`src/rtl/gate_sweep_pkg.sv`:
```
// Shared definitions for the gate sweep controller: sweep geometry, state
// encoding and the default NOR3 truth table.
package gate_sweep_pkg;

  localparam int VEC_W   = 3;
  localparam int NUM_VEC = 8;
  localparam int CNT_W   = 4;
  localparam int ERR_W   = 4;

  localparam logic [NUM_VEC-1:0] NOR3_TT = 8'h01;

  typedef enum logic [2:0] {
    ST_IDLE   = 3'd0,
    ST_APPLY  = 3'd1,
    ST_WAIT   = 3'd2,
    ST_SAMPLE = 3'd3,
    ST_DONE   = 3'd4
  } sweep_state_e;

  // Mismatch count saturates at the number of vectors, so it can never wrap.
  function automatic logic [ERR_W-1:0] err_inc(input logic [ERR_W-1:0] cnt);
    if (cnt >= ERR_W'(NUM_VEC)) begin
      return ERR_W'(NUM_VEC);
    end
    return cnt + 1'b1;
  endfunction

endpackage

```
`src/rtl/gate_sweep_ctrl_settle_counter.sv`:
```
// Loadable down-counter timing the settle window between applying a
// vector and sampling the gate output.
module settle_counter
  import gate_sweep_pkg::*;
(
  input  logic             clk,
  input  logic             rst_n,
  input  logic             load,
  input  logic [CNT_W-1:0] load_val,
  input  logic             dec,
  output logic             zero
);

  logic [CNT_W-1:0] count;

  always_ff @(posedge clk or negedge rst_n) begin
    if (!rst_n) begin
      count <= '0;
    end else if (load) begin
      count <= load_val;
    end else if (dec && (count != '0)) begin
      count <= count - 1'b1;
    end
  end

  assign zero = (count == '0);

endmodule

```
`src/rtl/gate_sweep_ctrl.sv`:
```
// Steps a 3-input gate through all eight input vectors, waits for the
// output to settle, and compares each sample against TRUTH_TABLE.
//
// state  | meaning
// IDLE   | gate inputs parked at 000, results held, waiting for start
// APPLY  | drive current vector onto gate inputs, arm settle counter
// WAIT   | hold vector for SETTLE_CYC cycles
// SAMPLE | compare gate_q with expected bit, record mismatch, advance
// DONE   | one-cycle done pulse, then back to IDLE
module gate_sweep_ctrl
  import gate_sweep_pkg::*;
#(
  parameter logic [NUM_VEC-1:0] TRUTH_TABLE = NOR3_TT,
  parameter int unsigned        SETTLE_CYC  = 2
) (
  input  logic               clk,
  input  logic               rst_n,
  input  logic               start,
  input  logic               abort,
  input  logic               gate_q,
  output logic               gate_x,
  output logic               gate_y,
  output logic               gate_z,
  output logic               busy,
  output logic               done,
  output logic               pass,
  output logic [NUM_VEC-1:0] fail_map,
  output logic [ERR_W-1:0]   err_cnt
);

  localparam logic [2:0] S_IDLE   = ST_IDLE;
  localparam logic [2:0] S_APPLY  = ST_APPLY;
  localparam logic [2:0] S_WAIT   = ST_WAIT;
  localparam logic [2:0] S_SAMPLE = ST_SAMPLE;
  localparam logic [2:0] S_DONE   = ST_DONE;

  localparam logic [CNT_W-1:0] SETTLE_LOAD = CNT_W'(SETTLE_CYC - 1);
  localparam logic [VEC_W-1:0] LAST_IDX    = VEC_W'(NUM_VEC - 1);

  logic [2:0]       state;
  logic [VEC_W-1:0] idx;
  logic [VEC_W-1:0] gate_vec;
  logic             cnt_load;
  logic             cnt_dec;
  logic             cnt_zero;
  logic             mismatch;
  logic [ERR_W-1:0] err_next;
  logic             abort_run;

  assign abort_run = abort && (state != S_IDLE);

  // gate_q only reaches registers, never an output directly.
  assign mismatch = (gate_q != TRUTH_TABLE[idx]);
  assign err_next = mismatch ? err_inc(err_cnt) : err_cnt;

  assign cnt_load = (state == S_APPLY) && !abort_run;
  assign cnt_dec  = (state == S_WAIT) && !abort_run;

  settle_counter u_settle (
    .clk      (clk),
    .rst_n    (rst_n),
    .load     (cnt_load),
    .load_val (SETTLE_LOAD),
    .dec      (cnt_dec),
    .zero     (cnt_zero)
  );

  always_ff @(posedge clk or negedge rst_n) begin
    if (!rst_n) begin
      state    <= S_IDLE;
      idx      <= '0;
      gate_vec <= '0;
      pass     <= 1'b0;
      fail_map <= '0;
      err_cnt  <= '0;
    end else if (abort_run) begin
      // Partial fail_map/err_cnt are kept for post-mortem inspection.
      state    <= S_IDLE;
      gate_vec <= '0;
      pass     <= 1'b0;
    end else begin
      case (state)
        S_IDLE: begin
          if (start && !abort) begin
            state    <= S_APPLY;
            idx      <= '0;
            pass     <= 1'b0;
            fail_map <= '0;
            err_cnt  <= '0;
          end
        end
        S_APPLY: begin
          gate_vec <= idx;
          state    <= S_WAIT;
        end
        S_WAIT: begin
          if (cnt_zero) begin
            state <= S_SAMPLE;
          end
        end
        S_SAMPLE: begin
          if (mismatch) begin
            fail_map[idx] <= 1'b1;
          end
          err_cnt <= err_next;
          if (idx == LAST_IDX) begin
            state    <= S_DONE;
            pass     <= (err_next == '0);
            gate_vec <= '0;
          end else begin
            idx   <= idx + 1'b1;
            state <= S_APPLY;
          end
        end
        S_DONE: begin
          state <= S_IDLE;
        end
        default: begin
          state    <= S_IDLE;
          gate_vec <= '0;
        end
      endcase
    end
  end

  assign {gate_x, gate_y, gate_z} = gate_vec;
  assign busy = (state != S_IDLE);
  assign done = (state == S_DONE);

endmodule

```
`config.mk`:
```
export PLATFORM = sky130hd
export DESIGN_NAME = gate_sweep_ctrl
export DESIGN_NICKNAME = d
export VERILOG_FILES = /design/src/rtl/gate_sweep_pkg.sv /design/src/rtl/gate_sweep_ctrl_settle_counter.sv /design/src/rtl/gate_sweep_ctrl.sv
export SDC_FILE = /design/constraint.sdc
export NUM_CORES = 1
export LEC_CHECK = 0
export BUFFER_PORTS_ARGS = -buffer_cell sky130_fd_sc_hd__buf_2
export CAP_MARGIN = 10
export CORE_UTILIZATION = 35
export DETAILED_ROUTE_END_ITERATION = 12
export PLACE_DENSITY = 0.58
export SYNTH_ARGS = -nofsm -noshare
export SYNTH_HDL_FRONTEND = slang
export SYNTH_SLANG_ARGS = --single-unit
```
`constraint.sdc`:
```
create_clock -name clk -period 2.3 [get_ports clk]
set_input_delay 0.345 -clock clk [delete_from_list [all_inputs] [get_ports clk]]
set_output_delay 0.345 -clock clk [all_outputs]
set_load 0.01 [all_outputs]
```
==> results_dict.tcl, run 1 <==
set metrics [dict create \
    run_status "finished clean" \
    tightest_slew_ns 0.574 \
    cts_sinks 26 \
    routed_via_density 5.08 \
    row_count 22 \
    critPathCaptureType "register" \
    use_met2_pct 24.3 \
    numCtsBuffers 3 \
    final_util_pct 41.7 \
    hp-class "primary input to async pin" \
    clkPwrFrac_pct 16.7 \
    place_hpwl_mm 2.04 \
    post_synth.cell_area_avg_um2 10.1 \
    crit_path_top_delay_cell "dfrtp_1" \
    antenna_found_initial 0 \
    final_cell_mix "dfrtp_1 (26), buf_2 (22), nor2_1 (21), a21oi_1 (12), inv_1 (9)" \
    cts_hold_buf 0 \
    wl_mm 2.68 \
    cts.htree.levels 1 \
    clk_pin_slew_worst_paths_ns 0.08 \
    drv_slew 0 \
    synth_fp_nets 147 \
    netSwitchingFraction_pct 38.9 \
    track_usage_pct 14.2 \
    fin_crit_sh_pct 81.2 \
    io_pins 23 \
    grt_overflow_total 0 \
    drt_iter0_drc 37 \
    portBuffers 22 \
    power.leakage_nw 0.761 \
    cts_resized 0 \
    die_h_um 64.7 \
    insertion_delay_ns 0.26 \
    final.setup.tns_ns 0 \
    core-area_um2 3720 \
    p_total_mw 1.46 \
    firstDrtPassIters 4 \
    cts_max_path_buffers 2 \
    nFillCells 394 \
    cpPeakStageDelay_ns 0.48 \
    start_kind "register" \
    area_delta_synth_final_pct 12.8 \
    syn_area_um2 1370 \
    seqPwrFrac_pct 46.1 \
    synth-seq-area-share_pct 47.4 \
    fin_nets 169 \
    ant_nets 0 \
    syn_inst 136 \
    routedWlPerCell_um 13.1 \
    die_x_um 64.7 \
    synth_warnings 0 \
    die-area_um2 4180 \
    worstPathArrival_ns 2.01 \
    cts_root_buf "clkbuf_8" \
    synth_top_area_share_pct 47.4 \
    max_slew_margin_pct 61.7 \
    grt_first_pass_wirelength_mm 4.65 \
    crit_family "flip-flops" \
    diodes 0 \
    final_common_cell "dfrtp_1" \
    synth-seq-cells 26 \
    p_per_area_nw_per_um2 946 \
    drc_errors 0 \
    synth_cell_types 40 \
    drive_above_1_share_pct 22.4 \
    crit_required_ns 2.44 \
    grt_max_degree 27 \
    final.setup_skew_ns 0.00774 \
    cts_tree "built" \
    power_frac_comb_pct 37.2 \
    path_cells "inv_1 > ha_1 > nand2b_4 > xor2_1 > nor3_1 > a31oi_1 > nor2_1" \
    finalCriticalPeriod_ns 1.87 \
    postCtsSetupBuffers 0 \
    use_met1_pct 18.1 \
    vias 1036 \
    grt_util_met3_pct 4.05 \
    setup_violations 0 \
    fmaxAchievable_mhz 536 \
    internal_power_mw 0.896 \
    peakVddDrop_v 0.000467 \
    initial_core_util_pct 37.0 \
    yosys.area.top_type "dfrtp_1" \
    worstSetupPathType "register to register" \
    ys_top_cells_by_area "dfrtp_1 (47%), nor2_1 (5.7%), ha_1 (5.5%)" \
    crit_buf_inv 1 \
    p_switching_mw 0.569 \
    hold_viol 0 \
    grt_pass1_vias 1045 \
    rsz0062_at_grt "false" \
    grt-busiest-layer "met2" \
    crit_fanout 8 \
    cap_violations 0 \
    place_congestion 0.797 \
]
==> sequential cells by signal (all words and copies together), names as in the netlist <==
register	count
fail_map	8
err_cnt	4
u_settle.count	4
gate_vec	3
idx	3
state	3
pass	1
==> cell usage after synthesis (all sizes together) <==
master,count
inv,9
a21boi,1
xor2,2
or3,1
a211oi,1
o21ai,7
xnor2,3
nor3,7
a21oi,12
nor3b,1
or2,1
ha,6
a31oi,2
o21bai,1
nor4,1
nand2,5
a22o,5
a32o,2
buf,5
a211o,1
nor2b,2
and3,2
a41o,1
dfrtp,26
nor2,22
mux2,1
o32ai,1
o41ai,2
maj3,1
and2,2
nand3,1
nand2b,2
==> power by group through the flow <==
stage | logic, mW | registers [mW] | clock network [mW]
finish | 0.545 | 0.675 | 0.245
floorplan | 0.436 | 0.648 | 0
detailed placement | 0.547 | 0.686 | 0
CTS | 0.552 | 0.675 | 0.262
global placement | 0.532 | 0.676 | 0
global route | 0.617 | 0.693 | 0.282
==> worst paths after layout <==
path | start | end | slack (ns) | cells after the start
setup / recovery | idx[0] | fail_map[5] | 0.43 | 7
hold / removal | rst_n | state[2] | 0.07 | 1
setup reg to reg | idx[0] | fail_map[5] | 0.43 | 7
hold reg to reg | fail_map[5] | fail_map[5] | 0.51 | 2
max in group asynchronous | rst_n | idx[0] | 1.85 | 1
min in group clk | fail_map[5] | fail_map[5] | 0.51 | 2
==> cell type report <==
| class | instances | area (um^2) | area share, % |
|---|---|---|---|
| Sequential cell | 26 | 651 | 42.0 |
| Tap cell | 48 | 60.1 | 3.88 |
| Inverter | 9 | 33.8 | 2.18 |
| Multi-Input combinational cell | 96 | 653 | 42.2 |
| Timing Repair Buffer | 22 | 110 | 7.11 |
| Clock buffer | 3 | 41.3 | 2.67 |
==> stage by stage <==
step	cells	area [um^2]	setup WS, ns	hold slack (ns)
after floorplan	136	1370	0.651	0.0494
after global routing	204	1550	0.267	0.114
after CTS	204	1550	0.435	0.0877
final	204	1550	0.433	0.0674
after detailed placement	201	1510	0.449	0.384
after global placement	201	1510	0.510	0.371
==> cell families after synthesis <==
| group | after synthesis | share of synthesized area, % |
|---|---|---|
| adder cells (fa/ha/maj) | 7 | 6.19 |
| AO/OA/AOI/OAI | 36 | 18.6 |
| buffers and inverters | 14 | 5.10 |
| flip-flops | 26 | 47.4 |
| multiplexers | 1 | 0.820 |
| XOR/XNOR | 5 | 3.73 |
| AND/OR/NAND/NOR | 47 | 18.2 |
==> metal layers <==
| layer | wire (um) | up-vias |
|---|---|---|
| met3 | 66 | 2 |
| met2 | 1290 | 12 |
| met5 | 0 | - |
| li1 | - | 516 |
| met1 | 1310 | 506 |
| met4 | 11 | 0 |
No activity file was read; power rests on OpenSTA's default activity.
==> run 2: changes to the inputs <==
Settings changed: ABC_AREA set to 1, PLACE_DENSITY 0.58 to 0.57.
Clock period 2.3 ns to 1.73 ns, I/O delays scaled along.
==> run 2 against run 1 <==
  * Non-clock buffer count is 5 higher
  * Global-route usage increased by 0.78 points
  * Worst hold slack better by 0.29 ns
  * Fmax grew 17%
  * Synthesized cell count up 34%
  * Die area grew 12%
  * Register-to-register slack got worse by 0.30 ns
  * Combinational power rose by 94%
  * Routed wire length grew 15%
  * Flip-flop and latch count unchanged
  * First-iteration DRC count up 19%
  * Largest power group is now combinational cells
  * Highest routed layer unchanged
==> results_dict.tcl, run 2 <==
set metrics [dict create \
    reg2reg_depth 8 \
    final_util_pct 43.4 \
    synth-seq-area-share_pct 42.3 \
    syn_area_um2 1540 \
    die_x_um 68.3 \
    run_status "finished clean" \
    syn_inst 182 \
    drive_above_1_share_pct 29.7 \
    place_congestion 0.836 \
    p_per_area_nw_per_um2 1280 \
    rsz0062_at_grt "false" \
    largest_register_ffs 8 \
    routed_via_density 4.79 \
    synth.most_common_cell "nand2_1" \
    setup_violations 0 \
    peakVddDrop_v 0.000687 \
    cap_violations 0 \
    grt_overflow_total 0 \
    ff2ff_setup_slack_ns 0.13 \
    antenna_found_initial 0 \
    synth_flop_cell "dfrtp_1" \
    clk_pin_slew_worst_paths_ns 0.09 \
    fin_crit_sh_pct 92.4 \
    final_cell_mix "nand2_1 (41), dfrtp_1 (26), buf_2 (22), nand3_1 (18), inv_1 (17)" \
    max_slew_margin_pct 60.5 \
    synth_top_area_share_pct 42.3 \
    final.setup_skew_ns 0.00440 \
    finalCriticalPeriod_ns 1.60 \
    synth_fp_nets 193 \
    diodes 0 \
    final_cell_count_no_fill 262 \
    drv_slew 0 \
    post_synth.cell_area_avg_um2 8.45 \
    start_kind "register" \
    crit_end "fail_map[4]" \
    synth-edff-count 0 \
    worstSetupPathType "register to register" \
    cts_root_buf "clkbuf_8" \
    reg_top3 "fail_map (8), err_cnt (4), u_settle.count (4)" \
    whs_ns 0.354 \
    p_total_mw 2.29 \
    place_hpwl_mm 2.27 \
    final.setup.tns_ns 0 \
    vias 1255 \
    async_flop_share_pct 100 \
    drt_iter0_drc 44 \
    track_usage_pct 15.0 \
    area_delta_synth_final_pct 16.1 \
    die_h_um 68.3 \
    hp-class "primary input to register" \
    cts_max_path_buffers 2 \
    crit_required_ns 1.90 \
    core-area_um2 4120 \
    r2r_end "fail_map[4]" \
    grt_max_degree 27 \
    row_count 23 \
    place_inst 257 \
    tightest_slew_ns 0.593 \
    startpoint "idx[0]" \
    crit-reg2reg-launch "idx[0]" \
    routedWlPerCell_um 11.8 \
    wl_mm 3.08 \
    cts_tree "built" \
    ys_top_cells_by_area "dfrtp_1 (42%), nand2_1 (10%), nand3_1 (5.9%)" \
    portBuffers 22 \
    initial_core_util_pct 37.4 \
    fmaxAchievable_mhz 625 \
    io_pins 23 \
    final_common_cell "nand2_1" \
    grt_pass1_vias 1146 \
    yosys.area.top_type "dfrtp_1" \
    crit_fanout 16 \
    cts.htree.levels 1 \
    worstPathArrival_ns 1.77 \
    numCtsBuffers 3 \
    power.leakage_nw 0.915 \
    synth-seq-cells 26 \
    synth_warnings 0 \
    critPathCaptureType "register" \
    cts_sinks 26 \
    die-area_um2 4660 \
    synth_cell_types 28 \
    hold_viol 0 \
    insertion_delay_ns 0.27 \
    regMostFlops "fail_map" \
    ant_nets 0 \
    firstDrtPassIters 4 \
    drc_errors 0 \
    synth_common_cells "nand2_1 (41), dfrtp_1 (26), nand3_1 (18)" \
    fin_nets 224 \
    grt_first_pass_wirelength_mm 5.20 \
]
==> run 2: changes by cell type after synthesis, sizes merged, moves of 4 or more <==
cell / before / now
o21ai: 7 / 19
or2: 1 / 7
nor2: 22 / 12
a21oi: 12 / 3
buf: 5 / 1
inv: 9 / 20
nand2: 5 / 50
nand3: 1 / 21
a22o: 5 / 0
==> run 2: cells by family (layout without fill, tap and decap cells) <==
logic type | after synthesis | count (layout) | synth area share, %
xor+xnor | 1 | 1 | 0.570
simple gates | 96 | 96 | 32.8
buf+inv | 24 | 54 | 7.24
fa+ha+maj | 6 | 6 | 4.88
flops | 26 | 26 | 42.3
compound gates | 29 | 29 | 12.2
==> run 2: through the flow <==
step	worst slack, ns	instance area, um^2
after floorplan	0.114	1540
after global placement	0.231	1720
after detailed placement	0.153	1720
after CTS	0.141	1790
after global routing	0.00294	1790
final	0.131	1790
==> run 2: layout make-up <==
| cell class | count | area, um^2 |
|---|---|---|
| clock buffers | 4 | 55.1 |
| fillers | 417 | 2330 |
| inverters | 23 | 91.3 |
| multi-input cells | 132 | 776 |
| flip-flops and latches | 26 | 651 |
| well taps | 50 | 62.6 |
| repair buffers | 27 | 150 |
==> run 2: per-layer routing <==
layer | share of wire, % | vias to the layer above | routed length [um] | GRT usage [%]
met5 | 0 | - | 0 | 0
met4 | 1.3 | 0 | 40 | 5.47
met1 | 50 | 569 | 1530 | 20.0
met2 | 45 | 27 | 1380 | 23.0
li1 | - | 653 | - | -
met3 | 4.3 | 6 | 132 | 4.17
==> run 2: repair_timing <==
item	CTS	global route
resized for setup	0	0
hold endpoints to repair	17	0
hold buffers	1	0
setup buffers	0	0
==> run 2: power breakdown <==
group / internal, mW / total, mW / switching, mW
registers: 0.719 / 0.830 / 0.112
clock network: 0.204 / 0.403 / 0.200
logic: 0.368 / 1.06 / 0.689
total: 1.29 / 2.29 / 1.00
==> run 2: worst min path at each step <==
stage                     startpoint           to  slack (ns)  cells past startpoint
after CTS                      abort     state[0]        0.35                      4
final                          abort   err_cnt[2]        0.35                      4
after floorplan                rst_n   err_cnt[0]       -0.04                      0
after global routing           abort   err_cnt[2]        0.37                      4
after global placement         rst_n  fail_map[3]        0.31                      1
after detailed placement       rst_n  fail_map[6]        0.31                      1
==> run 2: critical path, cell delays in order (launching register included) <==
cell and delay, ns:
dfrtp_1 0.44, clkinv_1 0.12, ha_1 0.22, nand3_1 0.15, nand2_1 0.17, nand2_4 0.12, nand2_8 0.11, nand2_1 0.11
o21ai_2 0.06
